### src/rtl/mem_stage_pkg.sv
// Shared definitions for the memory-access stage: widths, funct3 encodings and
// the stage-state enum.
package mem_stage_pkg;

    localparam int XLEN  = 32;
    localparam int REG_W = 5;

    localparam logic [2:0] F3_LB  = 3'b000;
    localparam logic [2:0] F3_LH  = 3'b001;
    localparam logic [2:0] F3_LW  = 3'b010;
    localparam logic [2:0] F3_LBU = 3'b100;
    localparam logic [2:0] F3_LHU = 3'b101;
    localparam logic [2:0] F3_SB  = 3'b000;
    localparam logic [2:0] F3_SH  = 3'b001;
    localparam logic [2:0] F3_SW  = 3'b010;

    typedef enum logic {
        IDLE = 1'b0,
        BUS  = 1'b1
    } stage_state_t;

endpackage

### src/rtl/mem_align.sv
// Combinational lane logic: store-side byte enables, data replication and fault
// detection; load-side lane selection and sign/zero extension.
module mem_align
    import mem_stage_pkg::*;
(
    input  logic            st_load,
    input  logic            st_store,
    input  logic [1:0]      st_addr_lo,
    input  logic [2:0]      st_funct3,
    input  logic [XLEN-1:0] st_data,
    output logic [3:0]      be,
    output logic [XLEN-1:0] wdata,
    output logic            fault,
    input  logic [XLEN-1:0] ld_rdata,
    input  logic [1:0]      ld_addr_lo,
    input  logic [2:0]      ld_funct3,
    output logic [XLEN-1:0] ld_value
);

    logic       misaligned;
    logic       illegal;
    logic [7:0]  ld_byte;
    logic [15:0] ld_half;

    always_comb begin
        be         = 4'b0000;
        wdata      = st_data;
        misaligned = 1'b0;
        case (st_funct3[1:0])
            2'b00: begin
                be    = 4'b0001 << st_addr_lo;
                wdata = {4{st_data[7:0]}};
            end
            2'b01: begin
                be         = st_addr_lo[1] ? 4'b1100 : 4'b0011;
                wdata      = {2{st_data[15:0]}};
                misaligned = st_addr_lo[0];
            end
            2'b10: begin
                be         = 4'b1111;
                misaligned = |st_addr_lo;
            end
            default: be = 4'b0000;
        endcase
        // Loads allow the unsigned byte/half forms; stores allow only the low three.
        if (st_load)
            illegal = (st_funct3[1:0] == 2'b11) || (st_funct3 == 3'b110);
        else
            illegal = (st_funct3[1:0] == 2'b11) || st_funct3[2];
        fault = (st_load || st_store) && (illegal || misaligned);
    end

    always_comb begin
        case (ld_addr_lo)
            2'd0:    ld_byte = ld_rdata[7:0];
            2'd1:    ld_byte = ld_rdata[15:8];
            2'd2:    ld_byte = ld_rdata[23:16];
            default: ld_byte = ld_rdata[31:24];
        endcase
        ld_half = ld_addr_lo[1] ? ld_rdata[31:16] : ld_rdata[15:0];
        case (ld_funct3)
            F3_LB:   ld_value = {{24{ld_byte[7]}}, ld_byte};
            F3_LBU:  ld_value = {24'h0, ld_byte};
            F3_LH:   ld_value = {{16{ld_half[15]}}, ld_half};
            F3_LHU:  ld_value = {16'h0, ld_half};
            default: ld_value = ld_rdata;
        endcase
    end

endmodule

### src/rtl/mem_stage.sv
// Memory-access stage: accepts one instruction from execute, runs a single data-bus
// request/ack access for aligned loads/stores, and emits a one-cycle writeback record.
module mem_stage
    import mem_stage_pkg::*;
(
    input  logic             clk,
    input  logic             rst_n,
    input  logic             ex_valid_r,
    output logic             ex_ready_w,
    input  logic             ex_load_r,
    input  logic             ex_store_r,
    input  logic [2:0]       ex_funct3_r,
    input  logic [XLEN-1:0]  ex_alu_result_r,
    input  logic [XLEN-1:0]  ex_rb_value_r,
    input  logic [REG_W-1:0] ex_rd_r,
    output logic             d_req_w,
    output logic             d_we_w,
    output logic [XLEN-1:0]  d_addr_w,
    output logic [3:0]       d_be_w,
    output logic [XLEN-1:0]  d_wdata_w,
    input  logic             d_ack_r,
    input  logic [XLEN-1:0]  d_rdata_r,
    output logic             wb_valid_r,
    output logic [REG_W-1:0] wb_rd_r,
    output logic [XLEN-1:0]  wb_value_r,
    output logic             wb_exc_r
);

    // Handshake: an instruction transfers on a rising edge where ex_valid_r && ex_ready_w;
    // ex_ready_w is high only in IDLE, and the bus side completes on the edge where
    // d_ack_r is seen while d_req_w is high.
    stage_state_t state, state_next;

    logic             accept;
    logic             is_mem;
    logic             bus_done;
    logic [3:0]       be;
    logic [XLEN-1:0]  wdata;
    logic             fault;
    logic [XLEN-1:0]  ld_value;
    logic             pend_load;
    logic [REG_W-1:0] pend_rd;
    logic [1:0]       pend_addr_lo;
    logic [2:0]       pend_funct3;

    assign ex_ready_w = (state == IDLE);
    assign accept     = ex_valid_r && ex_ready_w;
    assign is_mem     = ex_load_r || ex_store_r;
    assign bus_done   = (state == BUS) && d_ack_r;

    mem_align u_align (
        .st_load    (ex_load_r),
        .st_store   (ex_store_r),
        .st_addr_lo (ex_alu_result_r[1:0]),
        .st_funct3  (ex_funct3_r),
        .st_data    (ex_rb_value_r),
        .be         (be),
        .wdata      (wdata),
        .fault      (fault),
        .ld_rdata   (d_rdata_r),
        .ld_addr_lo (pend_addr_lo),
        .ld_funct3  (pend_funct3),
        .ld_value   (ld_value)
    );

    always_ff @(posedge clk or negedge rst_n) begin
        if (!rst_n) state <= IDLE;
        else        state <= state_next;
    end

    always_comb begin
        state_next = state;
        case (state)
            IDLE:    if (accept && is_mem && !fault) state_next = BUS;
            BUS:     if (d_ack_r) state_next = IDLE;
            default: state_next = IDLE;
        endcase
    end

    always_ff @(posedge clk or negedge rst_n) begin
        if (!rst_n) begin
            d_req_w      <= 1'b0;
            d_we_w       <= 1'b0;
            d_addr_w     <= '0;
            d_be_w       <= 4'b0000;
            d_wdata_w    <= '0;
            wb_valid_r   <= 1'b0;
            wb_rd_r      <= '0;
            wb_value_r   <= '0;
            wb_exc_r     <= 1'b0;
            pend_load    <= 1'b0;
            pend_rd      <= '0;
            pend_addr_lo <= 2'b00;
            pend_funct3  <= 3'b000;
        end else begin
            wb_valid_r <= 1'b0;
            if (accept) begin
                if (!is_mem) begin
                    wb_valid_r <= 1'b1;
                    wb_rd_r    <= ex_rd_r;
                    wb_value_r <= ex_alu_result_r;
                    wb_exc_r   <= 1'b0;
                end else if (fault) begin
                    wb_valid_r <= 1'b1;
                    wb_rd_r    <= '0;
                    wb_value_r <= ex_alu_result_r;
                    wb_exc_r   <= 1'b1;
                end else begin
                    d_req_w      <= 1'b1;
                    d_we_w       <= ex_store_r;
                    d_addr_w     <= {ex_alu_result_r[XLEN-1:2], 2'b00};
                    d_be_w       <= be;
                    d_wdata_w    <= wdata;
                    pend_load    <= ex_load_r;
                    pend_rd      <= ex_rd_r;
                    pend_addr_lo <= ex_alu_result_r[1:0];
                    pend_funct3  <= ex_funct3_r;
                end
            end
            if (bus_done) begin
                d_req_w    <= 1'b0;
                wb_valid_r <= 1'b1;
                wb_exc_r   <= 1'b0;
                wb_rd_r    <= pend_load ? pend_rd : '0;
                wb_value_r <= pend_load ? ld_value : '0;
            end
        end
    end

endmodule

### config.mk
export PLATFORM = sky130hd
export DESIGN_NAME = mem_stage
export DESIGN_NICKNAME = d
export VERILOG_FILES = /design/src/rtl/mem_stage_pkg.sv /design/src/rtl/mem_align.sv /design/src/rtl/mem_stage.sv
export SDC_FILE = /design/constraint.sdc
export NUM_CORES = 1
export LEC_CHECK = 0
export ABC_AREA = 0
export BUFFER_PORTS_ARGS = -buffer_cell sky130_fd_sc_hd__clkbuf_2
export CAP_MARGIN = 20
export CORE_MARGIN = 4
export CORE_UTILIZATION = 31
export CTS_BUF_LIST = sky130_fd_sc_hd__clkbuf_8
export DETAILED_ROUTE_END_ITERATION = 7
export GPL_ROUTABILITY_DRIVEN = 0
export PLACE_DENSITY_LB_ADDON = 0.3
export SETUP_SLACK_MARGIN = 0.5
export SKIP_CTS_REPAIR_TIMING = 1
export SLEW_MARGIN = 20
export SYNTH_ARGS = -nofsm -noshare
export SYNTH_HDL_FRONTEND = slang
export SYNTH_SLANG_ARGS = --single-unit
### constraint.sdc
create_clock -name clk -period 1.7 [get_ports clk]
set_input_delay 0.425 -clock clk [delete_from_list [all_inputs] [get_ports clk]]
set_output_delay 0.425 -clock clk [all_outputs]
set_load 0.05 [all_outputs]
==> results of run 1 <==
-- state kept, by name, summed over array words and instances, names as in the netlist, 2 cells and up --
name          flops
d_addr_w         30
d_be_w            4
d_wdata_w        32
pend_addr_lo      2
pend_funct3       3
pend_rd           5
wb_rd_r           5
wb_value_r       32
-- per-layer routing --
layer	track usage, %	up-vias
met5	0	-
met4	6.29	0
met3	5.72	27
met2	29.2	279
met1	25.3	2949
li1	-	2833
-- kinds of logic (layout without fill, tap and decap cells) --
kind of cell    Yosys count  after routing  synth area share, %
buf+inv                  54            390                 4.39
fa+ha+maj                 5              5                 1.09
other cells               1              2               0.0654
mux                      24             24                 4.59
simple gates            252            254                 17.9
flops                   119            119                 52.0
compound gates          163            163                 20.0
-- path summary, 6_finish.rpt --
path	slack, ns	to
max	-0.08	wb_value_r[28]
min	0.21	state
max reg2reg	-0.08	wb_value_r[28]
min reg2reg	0.47	pend_rd[3]
max in group asynchronous	0.75	pend_addr_lo[1]
min in group asynchronous	0.34	d_addr_w[26]
-- area by class of cell --
type	count	share of cell area [%]
Clock buffer	18	2.44
Sequential cell	119	29.4
Inverter	6	0.456
Multi-Input combinational cell	448	30.9
Timing Repair Buffer	352	32.5
Timing Repair inverter	1	0.0493
Tap cell	229	2.82
Clock inverter	13	1.39
-- through the flow --
stage / hold WS (ns) / setup TNS, ns / area (sq um)
after detailed placement: 0.233 / -47.57 / 7500
final: 0.205 / -0.451 / 10100
after floorplan: 0.129 / -7.12 / 5800
after global routing: 0.184 / -1.93 / 10100
after global placement: 0.230 / -46.05 / 7500
after CTS: -0.248 / -1.33 / 7890
-- cell usage in the layout (no fill, tap or decap), types with 7 or more instances in the layout --
cell type    n
a221oi_1     9
nor2_1      15
nand2_4     23
buf_6      123
buf_4       88
mux2_2      12
clkbuf_8    18
a22oi_1     40
o22ai_1     14
a31oi_1     14
nand2_1    109
nor3_1      18
nand2_2     51
nor2_2      16
a31oi_2     10
o21ai_0     16
dfrtp_1    117
o21ai_1      8
buf_12      19
a21oi_1     12
clkbuf_16   11
mux2i_1      9
clkbuf_2   106
a2bb2oi_1    7
-- power by group --
group          total, uW  internal [uW]  switching, uW
Combinational       8360           3420           4950
Clock               2610           1450           1160
Sequential          4440           3700            743
==> summary.txt, run 1 <==
Cells and area
  – Layout Cells excl Fill: 1186
  – Share of cells above drive strength 1: 56.9%
  – N_diodes: 0
  – Finished Core Util: 56.1%
  – Synth-to-Final Area Change: 77.1%
  – Layout Nets: 1060
  – Area of the multi-input gates: 3140 sq um
  – Fillers: 1524
  – Register Area: 2980 sq um

STA
  – Setup Skew: 0.00782 ns
  – Final Hold Viols: 0
  – Max-slew violations: 0
  – RSZ-0062 raised after global routing: yes
  – Endpoints failing setup: 17
  – Fin worst setup slack: -0.0758 ns
  – Period utilization: 104%
  – Final Critical Period: 1.78 ns
  – Max Freq: 563 MHz

Logic synthesis
  – FFs w/ async S/R, synth: 100%
  – Top cells by area, synth: dfrtp_1 (52%), nand2_1 (12%), a22oi_1 (5.6%)
  – Unique cell type count in the Yosys netlist: 46
  – Seq/Total Area, Yosys: 52.0%
  – Yosys warning count: 0
  – Synth top cells by count: nand2_1 (182), dfrtp_1 (119), a22oi_1 (43)
  – Dominant synthesized flop cell: dfrtp_1
  – Avg Cell Area, Syn: 9.27 sq um
  – Synth Register Bits: 119
  – Most numerous cell in the Yosys netlist: nand2_1
  – Top cell type's share of synthesized area: 52.0%
  – Post-synth EDFFs: 0
  – Synthesized instance count: 618
  – Synthesized cell area: 5730 sq um
  – Yosys top cell by area: dfrtp_1

Worst setup path
  – Largest fanout on the critical path: 8
  – Crit path from: pend_addr_lo[1]
  – Top delay family on crit path: simple AND/OR/NAND/NOR gates
  – Largest stage delay on the critical path: 0.63 ns
  – Critical path class: reg2reg
  – CP Capture Type: flip-flop
  – CP arrival: 2.12 ns
  – Cell Chain, Critical Path: mux2i_1 > nand2_1 > o21ai_2 > or4_4 > a31oi_2
  – Worst path depth: 5
  – WP data required: 2.04 ns
  – R2r startpoint: pend_addr_lo[1]
  – Buf+Inv Stages, Crit Path: 0
  – Path depth of the worst reg2reg path: 5
  – Slowest-stage cell, CP: or4_4
  – Crit start category: flip-flop

Die
  – Die Ht: 144 microns
  – Die X: 144 microns
  – Core Area: 18100 sq um
  – Rows: 49
  – Die area: 20700 sq um
  – Initial Utilization: 31.7%
  – Top-level I/O count: 220

Clock network
  – Clk slew on worst S/H paths: 0.07 ns
  – Deepest clock path buffer count: 2
  – Root Buffer: clkbuf_8
  – CTS tree: yes
  – Clock Sink Count: 119
  – CTS buffer count: 17
  – Skew-Pair Late Insertion Delay: 0.43 ns
  – H-tree levels: 4

Status
  – Status: finished with violations
  – Failing checks: setup timing

Drt
  – Wire length on met1: 9550 microns
  – Initial DRC Count: 382
  – Routed Antenna Nets: 0
  – Via density: 5.13
  – Routed vias: 6088
  – DRT Wirelength: 23200 microns
  – Drt pass-1 iters: 4
  – Drt wl/cell: 19.5 microns
  – Met2 WL: 11300 microns
  – Drt drc: 0
  – Routed wl met3: 1930 microns
  – Highest metal used: met4

Global routing
  – Largest net degree at the start of global routing: 78
  – Total GRT Usage: 18.9%
  – Gr ovfl total: 0
  – Global-route wire length before repair: 30100 microns
  – Initial antenna violation count: 0
  – Vias in the first global route: 5559

Power and ir drop
  – Worst IR Drop VDD: 839 uV
  – Pwr Total: 15400 uW
  – Static Leak: 0.00492 uW
  – Pwr/cell area: 1520 nW/um^2

Placement
  – Number of I/O port buffers: 217
  – DP HPWL: 15000 microns
  – Number of cells after detailed placement: 1071
  – Pre-CTS setup slack: -0.486 ns

Min path
  – Worst Hold Class: in2reg
  – Hold Path Cell Cnt: 2
  – Worst hold path startpoint: d_ack_r

Job
  – Maxcap violations: 0
Power figures use the tool's default switching activity.
==> run 2, diff against run 1 <==
--- a/config.mk
+++ b/config.mk
@@ -8,6 +8,7 @@
 export ABC_AREA = 0
 export BUFFER_PORTS_ARGS = -buffer_cell sky130_fd_sc_hd__clkbuf_2
 export CAP_MARGIN = 20
+export CORE_ASPECT_RATIO = 0.6
 export CORE_MARGIN = 4
 export CORE_UTILIZATION = 31
 export CTS_BUF_LIST = sky130_fd_sc_hd__clkbuf_8
==> run 2 against run 1 <==
Against the previous run: the flow still finishes with violations (setup timing); worst setup slack got worse by 0.020 ns; utilization increased by 1.1 points; non-clock buffer count decreased by 4; global-route usage increased by 0.50 points; fmax decreased by 1.1%; register-to-register slack got worse by 0.02 ns; cell area increased by 2.1%; die area increased by 0.35%; cell count increased by 0.76%; largest cell class unchanged.
==> summary.txt, run 2 (synthesis gave the netlist of run 1 again) <==
Worst setup path
  – Critical path class: reg2reg (unchanged)
  – CP Capture Type: flip-flop (unchanged)
  – WP data required: 2.06 ns (was 2.04 ns)
  – Crit start category: flip-flop (unchanged)
  – Slowest-stage cell, CP: or4_4 (unchanged)
  – Largest fanout on the critical path: 8 (unchanged)
  – Buf+Inv Stages, Crit Path: 1 (was 0)
  – Largest stage delay on the critical path: 0.64 ns (was 0.63 ns)
  – CP arrival: 2.15 ns (was 2.12 ns)
  – Cell Chain, Critical Path: buf_6 > mux2_4 > o21ai_4 > or4_4 > a31oi_1 (was mux2i_1 > nand2_1 > o21ai_2 > or4_4 > a31oi_2)
  – Top delay family on crit path: simple AND/OR/NAND/NOR gates (unchanged)

Global routing
  – Initial antenna violation count: 0 (unchanged)
  – Global-route wire length before repair: 31300 microns (was 30100 microns)
  – Total GRT Usage: 19.4% (was 18.9%)
  – Largest net degree at the start of global routing: 45 (was 78)
  – Vias in the first global route: 5509 (was 5559)
  – Gr ovfl total: 0 (unchanged)

Drt
  – Routed vias: 6183 (was 6088)
  – Drt wl/cell: 21.7 microns (was 19.5 microns)
  – Initial DRC Count: 457 (was 382)
  – DRT Wirelength: 26000 microns (was 23200 microns)
  – Drt pass-1 iters: 5 (was 4)
  – Drt drc: 0 (unchanged)
  – Routed Antenna Nets: 0 (unchanged)
  – Via density: 5.17 (was 5.13)

Cells and area
  – Fillers: 1547 (was 1524)
  – Synth-to-Final Area Change: 80.8% (was 77.1%)
  – Register Area: 2980 sq um (about the same)
  – Layout Cells excl Fill: 1195 (was 1186)
  – Largest registers: d_wdata_w (32), wb_value_r (32), d_addr_w (30) (unchanged)
  – Layout Nets: 1057 (was 1060)
  – Highest-count cells in the layout ignoring fill and taps: dfrtp_1 (116), buf_6 (115), clkbuf_2 (115), nand2_1 (110), buf_4 (72) (was buf_6 (123), dfrtp_1 (117), nand2_1 (109), clkbuf_2 (106), buf_4 (88))
  – Finished Cell Area: 10400 sq um (was 10100 sq um)
  – Share of cells above drive strength 1: 57.0% (was 56.9%)
  – N_diodes: 0 (unchanged)
  – Finished Core Util: 57.2% (was 56.1%)
  – Area of the multi-input gates: 3280 sq um (was 3140 sq um)
  – Most common cell after layout, fill and taps aside: dfrtp_1 (was buf_6)

STA
  – Setup Skew: 0.0157 ns (was 0.00782 ns)
  – Max-slew violations: 0 (unchanged)
  – Fin worst setup slack: -0.0960 ns (was -0.0758 ns)
  – Final Hold Viols: 0 (unchanged)
  – Final Critical Period: 1.80 ns (was 1.78 ns)
  – Endpoints failing setup: 37 (was 17)
  – Max Freq: 557 MHz (was 563 MHz)
  – RSZ-0062 raised after global routing: yes (unchanged)
  – Period utilization: 106% (was 104%)

Status
  – Status: finished with violations (unchanged)
  – Failing checks: setup timing (unchanged)

Die
  – Top-level I/O count: 220 (unchanged)
  – Core Area: 18100 sq um (about the same)
  – Die area: 20800 sq um (was 20700 sq um)
  – Die X: 184 microns (was 144 microns)
  – Die Ht: 113 microns (was 144 microns)
  – Rows: 38 (was 49)
  – Initial Utilization: 31.6% (was 31.7%)

Clock network
  – Deepest clock path buffer count: 2 (unchanged)
  – Skew-Pair Late Insertion Delay: 0.43 ns (about the same)
  – H-tree levels: 4 (unchanged)
  – CTS buffer count: 17 (unchanged)
  – Clk slew on worst S/H paths: 0.09 ns (was 0.07 ns)
  – Clock Sink Count: 119 (unchanged)
  – Root Buffer: clkbuf_8 (unchanged)
  – CTS tree: yes (unchanged)

Placement
  – Number of cells after detailed placement: 1088 (was 1071)
  – Number of I/O port buffers: 217 (unchanged)
  – DP HPWL: 15100 microns (was 15000 microns)
  – Placed cell area: 7550 sq um (was 7500 sq um)
  – Pre-CTS setup slack: -0.461 ns (was -0.486 ns)

Min path
  – Worst Hold Class: in2reg (unchanged)

Power and ir drop
  – Pwr Total: 15600 uW (was 15400 uW)
  – Pwr/cell area: 1510 nW/um^2 (was 1520 nW/um^2)
  – Static Leak: 0.00498 uW (was 0.00492 uW)
  – Worst IR Drop VDD: 768 uV (was 839 uV)

Job
  – Maxcap violations: 0 (unchanged)
-- run 2: area by class of cell --
cell class	count	share of cell area, %
inverters	6	0.411
well taps	240	2.90
clock inverters	14	1.53
flip-flops and latches	119	28.8
multi-input cells	450	31.6
clock buffers	18	2.39
repair buffers	348	32.4
-- run 2: routing by layer --
metal / wire length, microns / vias up / GRT usage [%]
li1: - / 2835 / -
met1: 12500 / 3053 / 30.3
met2: 10700 / 266 / 26.6
met3: 2380 / 29 / 4.82
met4: 366 / 0 / 4.22
met5: 0 / - / 0
-- run 2: final timing paths --
path                                     start              end  slack, ns  cells past startpoint
min                        ex_alu_result_r[24]     d_addr_w[24]       0.20                      3
max in group asynchronous                rst_n  pend_addr_lo[0]       0.78                      3
max reg2reg                    pend_addr_lo[1]   wb_value_r[21]       -0.1                      5
min in group asynchronous                rst_n     d_wdata_w[5]       0.41                      2
min reg2reg                       d_addr_w[18]     d_addr_w[18]       0.47                      2
max                            pend_addr_lo[1]   wb_value_r[21]       -0.1                      5
-- run 2: power by group --
group	leakage, uW	switching [uW]	internal (uW)
combinational	0.00335	5080	3340
clock	0.000199	1300	1480
sequential	0.00142	751	3690
total	0.00498	7130	8510
-- run 2: through the flow --
stage	hold slack, ns	setup TNS, ns
floorplan	0.129	-7.12
global placement	0.329	-47.08
detailed placement	0.329	-48.82
CTS	-0.156	-0.374
global route	0.194	-2.86
finish	0.205	-1.23
-- run 2: worst min-delay path, delay by kind of cell --
| family | cells | cell delay [ns] |
|---|---|---|
| buffers and inverters | 1 | 0.10 |
| AND/OR/NAND/NOR | 2 | 0.09 |
==> run 3, diff against run 2 <==
--- a/config.mk
+++ b/config.mk
@@ -6,15 +6,17 @@
 export NUM_CORES = 1
 export LEC_CHECK = 0
 export ABC_AREA = 0
-export BUFFER_PORTS_ARGS = -buffer_cell sky130_fd_sc_hd__clkbuf_2
 export CAP_MARGIN = 20
+export CELL_PAD_IN_SITES_DETAIL_PLACEMENT = 2
+export CELL_PAD_IN_SITES_GLOBAL_PLACEMENT = 2
 export CORE_ASPECT_RATIO = 0.6
 export CORE_MARGIN = 4
 export CORE_UTILIZATION = 31
 export CTS_BUF_LIST = sky130_fd_sc_hd__clkbuf_8
 export DETAILED_ROUTE_END_ITERATION = 7
+export DONT_BUFFER_PORTS = 1
 export GPL_ROUTABILITY_DRIVEN = 0
-export PLACE_DENSITY_LB_ADDON = 0.3
+export PLACE_DENSITY = 0.78
 export SETUP_SLACK_MARGIN = 0.5
 export SKIP_CTS_REPAIR_TIMING = 1
 export SLEW_MARGIN = 20
==> run 3 against run 2 <==
Against the previous run: the run ends with hold timing, setup timing left; sequential power is 72% higher; flip-flop and latch count stayed put; global-route usage increased by 1.6 points; sequential share of layout area rose by 6.7 points; critical path depth is the same; clock-buffer cell count did not move; cell area down 15%; critical path type unchanged; largest cell class is now multi-input combinational cells.
==> summary.txt, run 3 (synthesis gave the netlist of run 1 again) <==
STA
  – Least-Margin Pin Slew: 0.706 ns
  – Period utilization: 113% (was 106%)
  – Rel. slew slack: 52.9%
  – Final Critical Period: 1.92 ns (was 1.80 ns)
  – Max Freq: 520 MHz (was 557 MHz)
  – Final Hold Viols: 119 (was 0)
  – Min Hold Slack: -0.317 ns (was 0.205 ns)
  – Max-slew violations: 0 (unchanged)
  – Fin worst setup slack: -0.223 ns (was -0.0960 ns)
  – RSZ-0062 raised after global routing: yes (unchanged)
  – Endpoints failing setup: 31 (was 37)
  – Setup Skew: 0.0140 ns (was 0.0157 ns)

Min path
  – Worst Hold Class: in2async (was in2reg)

Cells and area
  – Share of cells above drive strength 1: 64.3% (was 57.0%)
  – Finished Core Util: 48.3% (was 57.2%)
  – Highest-count cells in the layout ignoring fill and taps: dfrtp_2 (104), nand2_1 (81), nand2_2 (59), nand2_4 (41), a22oi_1 (33) (was dfrtp_1 (116), buf_6 (115), clkbuf_2 (115), nand2_1 (110), buf_4 (72))
  – Most common cell after layout, fill and taps aside: dfrtp_2 (was dfrtp_1)
  – Synth-to-Final Area Change: 52.8% (was 80.8%)
  – Largest registers: d_wdata_w (32), wb_value_r (32), d_addr_w (30) (unchanged)
  – Layout Nets: 785 (was 1057)
  – Finished Cell Area: 8760 sq um (was 10400 sq um)

Worst setup path
  – Cell Chain, Critical Path: buf_4 > mux2_4 > o21ai_2 > or4_4 > a31oi_1 (was buf_6 > mux2_4 > o21ai_4 > or4_4 > a31oi_1)
  – Largest fanout on the critical path: 8 (unchanged)
  – CP arrival: 2.26 ns (was 2.15 ns)
  – Largest stage delay on the critical path: 0.66 ns (was 0.64 ns)
  – Critical path class: reg2reg (unchanged)
  – Worst R2R Setup Slack: -0.22 ns (was -0.1 ns)
  – Slowest-stage cell, CP: or4_4 (unchanged)
  – WP data required: 2.04 ns (was 2.06 ns)
  – Crit path from: pend_addr_lo[1] (unchanged)
  – Crit start category: flip-flop (unchanged)
  – CP Capture Type: flip-flop (unchanged)
  – R2r startpoint: pend_addr_lo[1] (unchanged)

Global routing
  – Global-route wire length before repair: 33500 microns (was 31300 microns)
  – Vias in the first global route: 5382 (was 5509)
  – Largest net degree at the start of global routing: 120 (was 45)
  – Total GRT Usage: 20.9% (was 19.4%)
  – Gr ovfl total: 0 (unchanged)
  – Initial antenna violation count: 2 (was 0)

Die
  – Rows: 38 (unchanged)
  – Die area: 20800 sq um (unchanged)
  – Die Ht: 113 microns (unchanged)
  – Die X: 184 microns (unchanged)
  – Core Area: 18100 sq um (unchanged)
  – Initial Utilization: 31.6% (unchanged)
  – Top-level I/O count: 220 (unchanged)

Clock network
  – CTS tree: yes (unchanged)
  – Clk slew on worst S/H paths: 0.08 ns (was 0.09 ns)
  – Deepest clock path buffer count: 2 (unchanged)
  – CTS buffer count: 17 (unchanged)
  – Root Buffer: clkbuf_8 (unchanged)
  – Skew-Pair Late Insertion Delay: 0.44 ns (was 0.43 ns)
  – H-tree levels: 4 (unchanged)
  – Clock Sink Count: 119 (unchanged)

Power and ir drop
  – Pwr Total: 14100 uW (was 15600 uW)
  – Pwr/cell area: 1610 nW/um^2 (was 1510 nW/um^2)
  – Worst IR Drop VDD: 753 uV (was 768 uV)
  – Static Leak: 0.00357 uW (was 0.00498 uW)

Placement
  – DP HPWL: 16600 microns (was 15100 microns)
  – Pre-CTS setup slack: -0.316 ns (was -0.461 ns)
  – Number of I/O port buffers: 0 (was 217)
  – Placed cell area: 6230 sq um (was 7550 sq um)

Drt
  – Initial DRC Count: 395 (was 457)
  – Drt wl/cell: 33.0 microns (was 21.7 microns)
  – Routed vias: 5456 (was 6183)
  – DRT Wirelength: 30500 microns (was 26000 microns)
  – Drt pass-1 iters: 5 (unchanged)
  – Via density: 5.90 (was 5.17)
  – Drt drc: 0 (unchanged)
  – Routed Antenna Nets: 0 (unchanged)

Status
  – Status: finished with violations (unchanged)
  – Failing checks: hold timing, setup timing (was setup timing)

Job
  – Maxcap violations: 0 (unchanged)
==> run 3: cell types whose count changed in the layout (fill, tap and decap cells not counted), sizes merged, moves of 2 or more <==
cell	delta
inv	-2
clkbuf	-116
clkinv	+3
nand3	-2
buf	-153
==> run 3: power by group <==
part	internal [uW]	total, uW	switching, uW
combinational	1770	3710	1930
clock	1470	2770	1300
sequential	3800	7640	3830
==> run 3: area by class of cell <==
class	count	area, sq um
fill	1773	9360
multi-input combinational	448	3650
sequential	119	3110
timing repair buffer	78	1220
tap	240	300
clock buffer	18	248
clock inverter	14	160
inverter	6	68.8
antenna	1	2.50
==> run 3: final timing paths <==
path / to / depth (start not counted)
max in group asynchronous: wb_rd_r[4] / 0
max: wb_value_r[18] / 5
min in group clk: state / 1
min: d_be_w[2] / 0
max reg2reg: wb_value_r[18] / 5
min reg2reg: pend_rd[1] / 2
==> run 3: metrics by stage <==
stage                     TNS (ns)  instances
after floorplan              -7.12        619
after global placement      -13.52        845
after detailed placement    -24.42        845
after CTS                    -1.77        877
after global routing         -4.97        924
final                        -3.78        924
==> run 3: critical path: cells and delay by family (launching register included) <==
kind / cells / cell delay (ns)
buf+inv: 1 / 0.15
compound gates: 2 / 0.32
simple gates: 1 / 0.66
flops: 1 / 0.45
mux: 1 / 0.24
==> run 3: routing by layer <==
| metal | track usage, % | share of wire (%) | up-vias |
|---|---|---|---|
| met3 | 8.22 | 9.9 | 41 |
| met5 | 0 | 0 | - |
| li1 | - | - | 2291 |
| met4 | 3.92 | 1.9 | 0 |
| met1 | 27.7 | 43 | 2872 |
| met2 | 32.9 | 46 | 252 |
